`src/rtl/gpio_sevenseg_mux.sv`:
```
// gpio_sevenseg_mux: time-multiplexed seven-segment driver for NUM_DIGITS hex
// digits with per-digit decimal point, enable mask, PWM brightness and a
// one-cycle anti-ghosting guard at the start of every digit slot.
// Inputs are captured into shadow registers once per scan frame.
// Optional feature: define SEVENSEG_LZB_EN for leading-zero blanking.
module gpio_sevenseg_mux #(
    parameter int NUM_DIGITS     = 4,
    parameter int PRESCALE_W     = 16,
    parameter int BRIGHT_W       = 4,
    parameter bit AN_ACTIVE_LOW  = 1'b1,
    parameter bit SEG_ACTIVE_LOW = 1'b1
) (
    input  logic                    clk_i,
    input  logic                    rst_i,
    input  logic [4*NUM_DIGITS-1:0] value_i,
    input  logic [NUM_DIGITS-1:0]   dp_i,
    input  logic [NUM_DIGITS-1:0]   digit_en_i,
    input  logic [BRIGHT_W-1:0]     bright_i,
    output logic [7:0]              seg_o,
    output logic [NUM_DIGITS-1:0]   an_o,
    output logic                    frame_o
);

    localparam int IDX_W = (NUM_DIGITS > 1) ? $clog2(NUM_DIGITS) : 1;
    localparam logic [IDX_W-1:0] LAST_IDX = IDX_W'(NUM_DIGITS - 1);
    localparam logic [NUM_DIGITS-1:0] AN_OFF = AN_ACTIVE_LOW ? {NUM_DIGITS{1'b1}} : {NUM_DIGITS{1'b0}};
    localparam logic [7:0] SEG_OFF = SEG_ACTIVE_LOW ? 8'hFF : 8'h00;

    logic [PRESCALE_W-1:0]   p;
    logic [IDX_W-1:0]        idx;
    logic [4*NUM_DIGITS-1:0] shadow_value;
    logic [NUM_DIGITS-1:0]   shadow_dp;
    logic [NUM_DIGITS-1:0]   shadow_en;
    logic                    load_pending;

    logic                    slot_end;
    logic                    snapshot;
    logic [NUM_DIGITS-1:0]   en_next;
    logic [3:0]              nib;
    logic                    lit;
    logic [NUM_DIGITS-1:0]   an_on;
    logic [7:0]              seg_on;

    // Hex nibble to {g,f,e,d,c,b,a}, active-high.
    function automatic logic [6:0] hex_to_seg(input logic [3:0] n);
        hex_to_seg = 7'h00;
        case (n)
            4'h0: hex_to_seg = 7'h3F;
            4'h1: hex_to_seg = 7'h06;
            4'h2: hex_to_seg = 7'h5B;
            4'h3: hex_to_seg = 7'h4F;
            4'h4: hex_to_seg = 7'h66;
            4'h5: hex_to_seg = 7'h6D;
            4'h6: hex_to_seg = 7'h7D;
            4'h7: hex_to_seg = 7'h07;
            4'h8: hex_to_seg = 7'h7F;
            4'h9: hex_to_seg = 7'h6F;
            4'hA: hex_to_seg = 7'h77;
            4'hB: hex_to_seg = 7'h7C;
            4'hC: hex_to_seg = 7'h39;
            4'hD: hex_to_seg = 7'h5E;
            4'hE: hex_to_seg = 7'h79;
            4'hF: hex_to_seg = 7'h71;
        endcase
    endfunction

    assign slot_end = (p == {PRESCALE_W{1'b1}});
    // A pending load (set by reset) forces a snapshot on the very first clock.
    assign snapshot = (slot_end && (idx == LAST_IDX)) || load_pending;

    // Enable mask to capture at snapshot, optionally with leading zeros blanked.
    always_comb begin
        en_next = digit_en_i;
`ifdef SEVENSEG_LZB_EN
        begin
            logic blanking;
            blanking = 1'b1;
            // Walk from the most significant digit down; digit 0 always stays.
            for (int k = NUM_DIGITS - 1; k >= 1; k--) begin
                if (blanking && (value_i[4*k +: 4] == 4'h0) && !dp_i[k]) begin
                    en_next[k] = 1'b0;
                end else begin
                    blanking = 1'b0;
                end
            end
        end
`endif
    end

    // Prescaler and digit index: one slot per 2^PRESCALE_W clocks.
    always_ff @(posedge clk_i or posedge rst_i) begin
        if (rst_i) begin
            p   <= '0;
            idx <= '0;
        end else begin
            p <= p + 1'b1;
            if (slot_end) begin
                idx <= (idx == LAST_IDX) ? '0 : idx + 1'b1;
            end
        end
    end

    // Shadow registers: refreshed once per frame so a scan never shows mixed data.
    always_ff @(posedge clk_i or posedge rst_i) begin
        if (rst_i) begin
            shadow_value <= '0;
            shadow_dp    <= '0;
            shadow_en    <= '0;
            load_pending <= 1'b1;
            frame_o      <= 1'b0;
        end else begin
            frame_o <= snapshot;
            if (snapshot) begin
                shadow_value <= value_i;
                shadow_dp    <= dp_i;
                shadow_en    <= en_next;
                load_pending <= 1'b0;
            end
        end
    end

    // Anode/segment selection for the current (p, idx); p==0 is the guard cycle.
    always_comb begin
        nib    = shadow_value[{idx, 2'b00} +: 4];
        lit    = shadow_en[idx] && (p != '0) && (p[PRESCALE_W-1 -: BRIGHT_W] <= bright_i);
        an_on  = '0;
        for (int k = 0; k < NUM_DIGITS; k++) begin
            an_on[k] = lit && (idx == IDX_W'(k));
        end
        seg_on = shadow_en[idx] ? {shadow_dp[idx], hex_to_seg(nib)} : 8'h00;
    end

    // Output register with board polarity applied; reset drives pins inactive at once.
    always_ff @(posedge clk_i or posedge rst_i) begin
        if (rst_i) begin
            an_o  <= AN_OFF;
            seg_o <= SEG_OFF;
        end else begin
            an_o  <= AN_ACTIVE_LOW ? ~an_on : an_on;
            seg_o <= SEG_ACTIVE_LOW ? ~seg_on : seg_on;
        end
    end

endmodule

```
`config.mk`:
```
export PLATFORM = sky130hd
export DESIGN_NAME = gpio_sevenseg_mux
export DESIGN_NICKNAME = d
export VERILOG_FILES = /design/src/rtl/gpio_sevenseg_mux.sv
export SDC_FILE = /design/constraint.sdc
export NUM_CORES = 1
export LEC_CHECK = 0
export CORE_ASPECT_RATIO = 2
export CORE_MARGIN = 2
export CORE_UTILIZATION = 55
export CTS_BUF_LIST = sky130_fd_sc_hd__clkbuf_2 sky130_fd_sc_hd__clkbuf_4 sky130_fd_sc_hd__clkbuf_8
export DETAILED_ROUTE_END_ITERATION = 8
export PLACE_DENSITY = 0.84
export SLEW_MARGIN = 40
export SYNTH_ARGS = -nofsm -noshare
export SYNTH_HDL_FRONTEND = slang
export SYNTH_SLANG_ARGS = --single-unit
```
`constraint.sdc`:
```
create_clock -name clk_i -period 2.4 [get_ports clk_i]
set_clock_uncertainty 0.2 [all_clocks]
set_input_delay 0.36 -clock clk_i [delete_from_list [all_inputs] [get_ports clk_i]]
set_output_delay 0.36 -clock clk_i [all_outputs]
set_load 0.01 [all_outputs]
```
Word-level counts from Yosys, hierarchy flattened
Memory sizes are Yosys's and may differ from the RTL's. Index checks and enable logic that the tools add are counted.

Register bits after elaboration: 56. Bits in read-only memories: 112. Bits of input ports: 30. Output and inout port bits: 13. Logic and storage cells: 37. Memories kept: 1.

Memory list: (no name shown) (depth 16, width 7, read ports 1, clocked after memory_dff 0, wr ports 0, RTL line 47) `case (n)`.

Add/subtract/negate cells: 2. $lt $le $gt $ge: 2. Equality and inequality tests: 4. Shifts and indexed selects: 1. Muxes and demuxes: 6. Bitwise gates (word level): 2. Reduce and logical (&&, ||, !) cells: 10.

Operators with widths (number): $add A16 B1 Y16 const B (1); $eq A16 B16 Y1 const B (1); $reduce_bool A16 Y1 (1); $shiftx A16 B5 Y4 (1); $mux W8 (1); $not A8 Y8 (1); $logic_and A1 B1 Y1 (7); $bmux W1 S2 (2); $eq A2 B2 Y1 const B (2); $le A4 B4 Y1 (1); $not A4 Y4 (1); $lt A2 B3 Y1 const B (1); $add A2 B1 Y2 const B (1); $eq A2 B1 Y1 const B (1); $logic_not A2 Y1 (1); $mux W1 (2); $mux W2 (1); $logic_or A1 B1 Y1 (1).

Longest topological paths before layout
Gate-level depths: netlist (run 1).

Depth after elaboration: 6. Mapped depth: 7. Depth with buffers taken out: 6.

Worst setup path after synthesis (run 1)
Ideal clock, no wire load.

Path kind: register -> register. From: register idx[0]. To: register seg_o[5]. Setup time: 94 ps. Data arrival time: 1816 ps. Data required time: 2106 ps. Setup slack: 290 ps. Cell stages (with the launch flop): 7. Buffers on the path: 1. Clock period less this slack: 2110 ps. Cell sequence: dfrtp_1 > buf_6 > mux4_1 > ha_1 > and2b_2 > a21oi_1 > o221ai_1.

Longest elaborated chain between the ends: 4. Elaborated cells on any way between the ends: 6. Classes of those cells: 1 x shift; 3 x mux; 1 x bitwise; 1 x memory.

Ends and longest elaborated chain: from (decl) (RTL line 30) `logic [IDX_W-1:0] idx;`; from (signal assigned) (RTL line 98) `idx <= (idx == LAST_IDX) ? '0 : idx + 1'b1;`; $shiftx A16 B5 Y4 / $bmux W1 S2 (equally long branches) (RTL line 124, 130); $mem_v2 Z16 W7 / $mux W1 (equally long branches); $mux W8 * (RTL line 130) `seg_on = shadow_en[idx] ? {shadow_dp[idx], hex_to_seg(nib)} : 8'h00;`; $not A8 Y8 * (RTL line 140) `seg_o <= SEG_ACTIVE_LOW ? ~seg_on : seg_on;`; to (signal assigned) (RTL line 140); to (decl) (RTL line 19) `output logic [7:0] seg_o,`.

Every way passes the cells marked *; elsewhere a longest branch is shown, timed or not. The select of a mux whose other input is x is not followed. A chain may end at the register's enable or synchronous reset.

Worst setup path after layout (run 1)
From: register idx[0]. To: register seg_o[3].

The elaborated chain is that of the path after synthesis.

==> results of run 1 <==
worst max-delay path by stage:
stage / end / depth (start not counted)
6_report: seg_o[3] / 6
5_1_grt: seg_o[3] / 6
4_1_cts: seg_o[3] / 6
3_5_place_dp: seg_o[3] / 6
3_3_place_gp: seg_o[5] / 5
2_1_floorplan: seg_o[5] / 6
through the flow:
stage	instances	instance area (sq um)	hold WS, ns	total power [mW]	worst slack [ns]
finish	313	3390	0.206	1.98	0.180
global route	313	3390	0.235	2.07	0.00845
CTS	313	3390	0.209	1.99	0.0925
detailed placement	305	3280	0.293	1.39	0.125
global placement	305	3280	0.284	1.37	0.212
floorplan	208	2790	0.264	1.25	0.290
metal layers:
metal,up-vias,track usage [%],wire length [um]
li1,829,-,-
met1,854,23.6,1850
met2,52,30.1,2600
met3,9,3.14,154
met4,0,8.93,125
met5,-,0,0
kinds of logic after synthesis:
family,after synthesis,synth area share [%]
other,1,0.134
adder cells (fa/ha/maj),16,7.17
AO/OA/AOI/OAI,18,5.29
buffers and inverters,21,3.90
multiplexers,33,18.7
XOR/XNOR,14,4.39
AND/OR/NAND/NOR,49,9.64
flip-flops,56,50.8
worst max-delay path, delay by kind of cell (launching register included):
| family | cells | cell delay [ns] |
|---|---|---|
| AOI/OAI and AO/OA | 2 | 0.22 |
| adders and majority gates | 1 | 0.26 |
| buffers and inverters | 1 | 0.15 |
| DFF | 1 | 0.46 |
| muxes | 1 | 0.68 |
| and+or+nand+nor | 1 | 0.17 |
flip-flops by register name (all words and copies together) (netlist names):
register and flops:
load_pending 1, p 16, idx 2, shadow_dp 4, seg_o 8, shadow_en 4
frame_o 1, an_o 4, shadow_value 16
power breakdown:
group          switching (mW)  leakage (nW)  internal, mW
Sequential             0.0313         0.664          1.02
Combinational           0.125         0.815         0.189
Clock                   0.301        0.0541         0.309
layout make-up:
class                           count  area, sq um
Sequential cell                    56         1420
Clock inverter                      3         42.5
Fill cell                         342         1470
Multi-Input combinational cell    131         1260
Inverter                           16         60.1
Timing Repair Buffer               45          468
Clock buffer                        5         68.8
Tap cell                           57         71.3
Yosys cell counts:
| master | count | area (sq um) |
|---|---|---|
| a211oi_1 | 2 | 15.0 |
| a21oi_1 | 4 | 20.0 |
| a41oi_4 | 1 | 27.5 |
| and2_1 | 1 | 6.26 |
| and2b_2 | 3 | 26.3 |
| and3_1 | 1 | 6.26 |
| buf_6 | 4 | 45.0 |
| clkbuf_1 | 1 | 3.75 |
| conb_1 | 1 | 3.75 |
| dfrtp_1 | 43 | 1080 |
| dfstp_2 | 13 | 342 |
| ha_1 | 16 | 200 |
| inv_1 | 16 | 60.1 |
| mux2_2 | 8 | 90.1 |
| mux2_4 | 19 | 285 |
| mux4_1 | 3 | 78.8 |
| mux4_2 | 3 | 67.6 |
| nand2_1 | 12 | 45.0 |
| nand3_1 | 7 | 35.0 |
| nand3_2 | 1 | 10.0 |
| nand4_1 | 3 | 18.8 |
| nor2_1 | 7 | 26.3 |
| nor2b_1 | 3 | 18.8 |
| nor3_1 | 4 | 20.0 |
| nor3_4 | 1 | 16.3 |
| nor4_1 | 4 | 25.0 |
| nor4b_1 | 1 | 8.76 |
| o211ai_1 | 4 | 30.0 |
| o21a_1 | 1 | 7.51 |
| o21ai_0 | 1 | 5.00 |
| o221ai_1 | 3 | 26.3 |
| o311ai_0 | 1 | 8.76 |
| o31ai_1 | 1 | 7.51 |
| or2_1 | 1 | 6.26 |
| xnor2_1 | 7 | 61.3 |
| xor2_1 | 7 | 61.3 |
==> metrics.md, run 1 <==
| Metric | Value |
|---|---|
| Period utilization | `92.5%` |
| Via count | `1744` |
| Req. time, crit path | `2.43 ns` |
| Die X | `54.4 um` |
| Final Core Density | `69.8%` |
| Ports | `43` |
| Leakage | `1.53 nW` |
| FF+latch count, synth | `56` |
| FF-to-FF setup slack | `0.18 ns` |
| Critical Path Fanout Max | `6` |
| Initial antenna violation count | `0` |
| Worst hold path class | `in2async` |
| Arrival time at the worst endpoint | `2.25 ns` |
| Endpoints failing setup | `0` |
| Total Wirelength | `4730 um` |
| Diodes inserted | `0` |
| Core area | `0.00486 sq mm` |
| Tot GR Track Use | `18.8%` |
| Detailed Routing Iterations Pass 1 | `4` |
| Area Overhead vs Synth | `21.6%` |
| Sequential element share of the synthesized area | `50.8%` |
| Commonest cells after routing, fill and taps aside | `42 x dfrtp_1, 42 x clkdlybuf4s50_1, 19 x mux2_4` |
| Syn. warnings | `0` |
| Power Dens Cells | `583 mW/mm^2` |
| Post-CTS sizing | `0` |
| Routed length per instance | `15.1 um` |
| RSZ-0062 raised after global routing | `false` |
| Hold_buf cts | `0` |
| Vias/cell | `5.57` |
| Final hold vios | `0` |
| CTS tree | `done` |
| Clk slew on worst S/H paths | `0.10 ns` |
| Rows | `36` |
| Worst-path cell chain | `mux4_1 > inv_1 > ha_1 > and2b_2 > a211oi_1 > o21ai_0` |
| Count of maximum capacitance violations | `0` |
| CP Launch Type | `flop` |
| Final Max Tran Viols | `0` |
| Worst path max stage delay | `0.68 ns` |
| Total grt overflow | `0` |
| Worst setup startpoint | `idx[0]` |
| Worst setup EP type | `flop` |
| CTS Root Cell | `clkbuf_8` |
| Largest net degree at the start of global routing | `57` |
| Share of layout cells above drive strength 1 | `24.2%` |
| FF-to-FF Start | `idx[0]` |
| 1st-iter DRT viols | `36` |
| First-pass GRT wire length | `7820 um` |
| Mean post-synth cell area | `13.4 sq um` |
| Final RePlAce weighted congestion | `0.802` |
| Total Neg Setup Slack | `0 ns` |
| Clock Latency Late Sink | `0.31 ns` |
| Path type of the worst setup path | `reg2reg` |
| # Post-CTS Setup Buffers | `0` |
| Slowest stage cell on the critical path | `mux4_1` |
| TritonCTS Sinks | `56` |
| Die Ht | `105 um` |
| Reg2reg end | `seg_o[3]` |
| Buffers on Ports | `42` |
| Initial cell density of the core | `57.4%` |
| Vias in the first global route | `1734` |
| Peak VDD IR | `520 uV` |
| Num CTS Buffers | `5` |
| Reg2Reg Depth | `6` |
| Post-synthesis instance total | `208` |
| Max Freq | `0.450 GHz` |
| Synth unique cells | `36` |
| Max Buffers Root-to-Sink | `2` |
| Syn nets | `254` |
| Outcome | `completed` |
| CTS H-tree lvls | `2` |
| Final net count | `301` |
| Die area | `0.00570 sq mm` |
| Antenna-violating nets left | `0` |
| # DRC | `0` |
| Placed wire-length estimate | `3480 um` |
| Synthesized cell area | `0.00279 sq mm` |
| Post-route minimum period | `2.22 ns` |
Note: power is estimated with default switching activity, not from simulation.
==> inputs of run 2 (changes only) <==
--- a/config.mk
+++ b/config.mk
@@ -10,6 +10,7 @@
 export CORE_UTILIZATION = 55
 export CTS_BUF_LIST = sky130_fd_sc_hd__clkbuf_2 sky130_fd_sc_hd__clkbuf_4 sky130_fd_sc_hd__clkbuf_8
 export DETAILED_ROUTE_END_ITERATION = 8
+export HOLD_SLACK_MARGIN = 0.15
 export PLACE_DENSITY = 0.84
 export SLEW_MARGIN = 40
 export SYNTH_ARGS = -nofsm -noshare
==> results of run 2 <==
No change in the layout: final DEF, timing and power equal those of run 1.
==> inputs of run 3 (changes only) <==
--- a/config.mk
+++ b/config.mk
@@ -8,7 +8,7 @@
 export CORE_ASPECT_RATIO = 2
 export CORE_MARGIN = 2
 export CORE_UTILIZATION = 55
-export CTS_BUF_LIST = sky130_fd_sc_hd__clkbuf_2 sky130_fd_sc_hd__clkbuf_4 sky130_fd_sc_hd__clkbuf_8
+export CTS_BUF_LIST = sky130_fd_sc_hd__clkbuf_2
 export DETAILED_ROUTE_END_ITERATION = 8
 export HOLD_SLACK_MARGIN = 0.15
 export PLACE_DENSITY = 0.84
==> run 3 against run 2 <==
Effect of this change:
- maximum frequency up 0.27%
- clock-buffer cell count unchanged
- highest routed layer unchanged
- register-to-register slack about the same
- die area unchanged
- cell area down 1.1%
- non-clock buffer count up 1
- critical path depth unchanged
- clock power down 24%
==> metrics.md, run 3 (synthesis gave the netlist of run 1 again) <==
| Metric | Value |
|---|---|
| CP Launch Type | `flop (unchanged)` |
| Power Dens Cells | `546 mW/mm^2 (was 583 mW/mm^2)` |
| Hold path start | `value_i[14]` |
| Final Max Tran Viols | `0 (unchanged)` |
| Ports | `43 (unchanged)` |
| Area of the multi-input gates | `0.00126 sq mm (about the same)` |
| CTS Root Cell | `clkbuf_2 (was clkbuf_8)` |
| Buffers on Ports | `42 (unchanged)` |
| Req. time, crit path | `2.59 ns (was 2.43 ns)` |
| Register share of total power | `57.6% (was 53.3%)` |
| Die X | `54.4 um (unchanged)` |
| Reg area | `0.00142 sq mm (unchanged)` |
| Period utilization | `92.3% (was 92.5%)` |
| Max Buffers Root-to-Sink | `2 (unchanged)` |
| Regs by FF count | `p: 16 flops, shadow_value: 16 flops, seg_o: 8 flops (unchanged)` |
| Hold Path Cell Cnt | `2` |
| TritonCTS Sinks | `56 (unchanged)` |
| Post-route minimum period | `2.21 ns (was 2.22 ns)` |
| Tot Pwr | `1.83 mW (was 1.98 mW)` |
| Critical Path Fanout Max | `6 (unchanged)` |
| Final RePlAce weighted congestion | `0.802 (unchanged)` |
| # DRC | `0 (unchanged)` |
| FF-to-FF Start | `idx[0] (unchanged)` |
| Detailed Routing Iterations Pass 1 | `4 (unchanged)` |
| Tot GR Track Use | `18.8% (about the same)` |
| Total grt overflow | `0 (unchanged)` |
| Via count | `1735 (was 1744)` |
| Vias in the first global route | `1742 (was 1734)` |
| Leakage | `1.52 nW (was 1.53 nW)` |
| P_sw | `0.446 mW (was 0.458 mW)` |
| Die area | `0.00570 sq mm (unchanged)` |
| Initial antenna violation count | `0 (unchanged)` |
| Path type of the worst setup path | `reg2reg (unchanged)` |
| Clock share of power | `25.3% (was 30.8%)` |
| First-pass GRT wire length | `7840 um (was 7820 um)` |
| Endpoints failing setup | `0 (unchanged)` |
| Commonest cells after routing, fill and taps aside | `42 x dfrtp_1, 42 x clkdlybuf4s50_1, 19 x mux2_4 (unchanged)` |
| Clk slew on worst S/H paths | `0.27 ns (was 0.10 ns)` |
| Comb power frac | `17.1% (was 15.9%)` |
| Area Overhead vs Synth | `20.3% (was 21.6%)` |
| Num CTS Buffers | `5 (unchanged)` |
| Final net count | `302 (was 301)` |
| Largest net degree at the start of global routing | `57 (unchanged)` |
| Rows | `36 (unchanged)` |
| Worst setup EP type | `flop (unchanged)` |
| Share of layout cells above drive strength 1 | `24.5% (was 24.2%)` |
| Total Wirelength | `4600 um (was 4730 um)` |
| Max Freq | `0.452 GHz (was 0.450 GHz)` |
| Worst Slack Setup Final | `0.185 ns (was 0.180 ns)` |
| Final hold vios | `0 (unchanged)` |
| Die Ht | `105 um (unchanged)` |
| Count of maximum capacitance violations | `0 (unchanged)` |
| FF-to-FF setup slack | `0.19 ns (was 0.18 ns)` |
| Diodes inserted | `0 (unchanged)` |
| Outcome | `completed (unchanged)` |
| 1st-iter DRT viols | `39 (was 36)` |
| Switching Share | `24.3% (was 23.1%)` |
| Arrival time at the worst endpoint | `2.40 ns (was 2.25 ns)` |
| Initial cell density of the core | `57.4% (unchanged)` |
| Routed length per instance | `14.6 um (was 15.1 um)` |
| P_int | `1.39 mW (was 1.52 mW)` |
| Placed wire-length estimate | `3480 um (unchanged)` |
| Filler cells | `346 (was 342)` |
| Peak VDD IR | `487 uV (was 520 uV)` |
| WHS Endpoint | `shadow_value[14]` |
| Vias/cell | `5.53 (was 5.57)` |
| CTS tree | `done (unchanged)` |
| Worst hold path class | `in2reg (was in2async)` |
| Clock Latency Late Sink | `0.45 ns (was 0.31 ns)` |
| CTS H-tree lvls | `2 (unchanged)` |
| DP Worst Slack | `0.125 ns (unchanged)` |
| Reg2reg end | `seg_o[3] (unchanged)` |
| Core area | `0.00486 sq mm (unchanged)` |
| Reg2Reg Depth | `6 (unchanged)` |
| Antenna-violating nets left | `0 (unchanged)` |
## run 3: cell types whose count changed in the layout (fill, tap and decap cells not counted), sizes merged
| cell | before | now |
|---|---|---|
| dlygate4sd3 | 0 | 1 |
## run 3: repair_timing
| item | CTS | global route |
|---|---|---|
| hold buffers | 1 | 0 |
| hold endpoints to repair | 43 | 0 |
| setup endpoints to repair | 0 | 2 |
| resized for setup | 0 | 2 |
| buffers inserted | 0 | 0 |
## run 3: cell type report
| type | count | area share (%) |
|---|---|---|
| clock buffers | 5 | 0.745 |
| multi-input cells | 131 | 37.6 |
| well taps | 57 | 2.12 |
| clock inverters | 3 | 1.27 |
| flip-flops and latches | 56 | 42.3 |
| repair buffers | 46 | 14.2 |
| inverters | 16 | 1.79 |
## run 3: critical path, stage by stage (launching register included)
cell and delay (ns):
dfrtp_2 0.52, mux4_1 0.65, inv_1 0.15, ha_1 0.27
nor2_1 0.11, a211oi_1 0.05, o21ai_0 0.20
## run 3: worst max-delay path by stage
stage,from,endpoint,slack (ns),cells past startpoint
after global routing,idx[0],seg_o[3],-0.001,6
after detailed placement,idx[0],seg_o[3],0.13,6
after floorplan,idx[0],seg_o[5],0.29,6
final,idx[0],seg_o[3],0.19,6
after CTS,idx[0],seg_o[3],0.06,6
after global placement,idx[0],seg_o[5],0.21,5
## run 3: metrics by stage
step	instances	hold WS [ns]	TNS [ns]	util (%)	area [sq um]
floorplan	208	0.264	0	-	2790
global placement	305	0.284	0	67.5	3280
detailed placement	305	0.293	0	67.5	3280
CTS	314	0.260	0	69.1	3360
global route	314	0.246	-0.00120	69.0	3360
finish	314	0.293	0	69.0	3360
## run 3: routing by layer
layer	global-route usage [%]	up-vias	wire, um	share of wire, %
met4	8.93	0	129	2.8
met3	3.14	10	146	3.2
li1	-	827	-	-
met5	0	-	0	0
met2	30.4	52	2490	54
met1	23.4	846	1830	40
## run 3: power by group through the flow
stage	registers, mW	logic (mW)	clock network, mW
4_1_cts	1.06	0.317	0.478
3_5_place_dp	1.07	0.315	0
3_3_place_gp	1.07	0.306	0
5_1_grt	1.07	0.344	0.521
6_report	1.06	0.314	0.464
2_1_floorplan	1.07	0.178	0
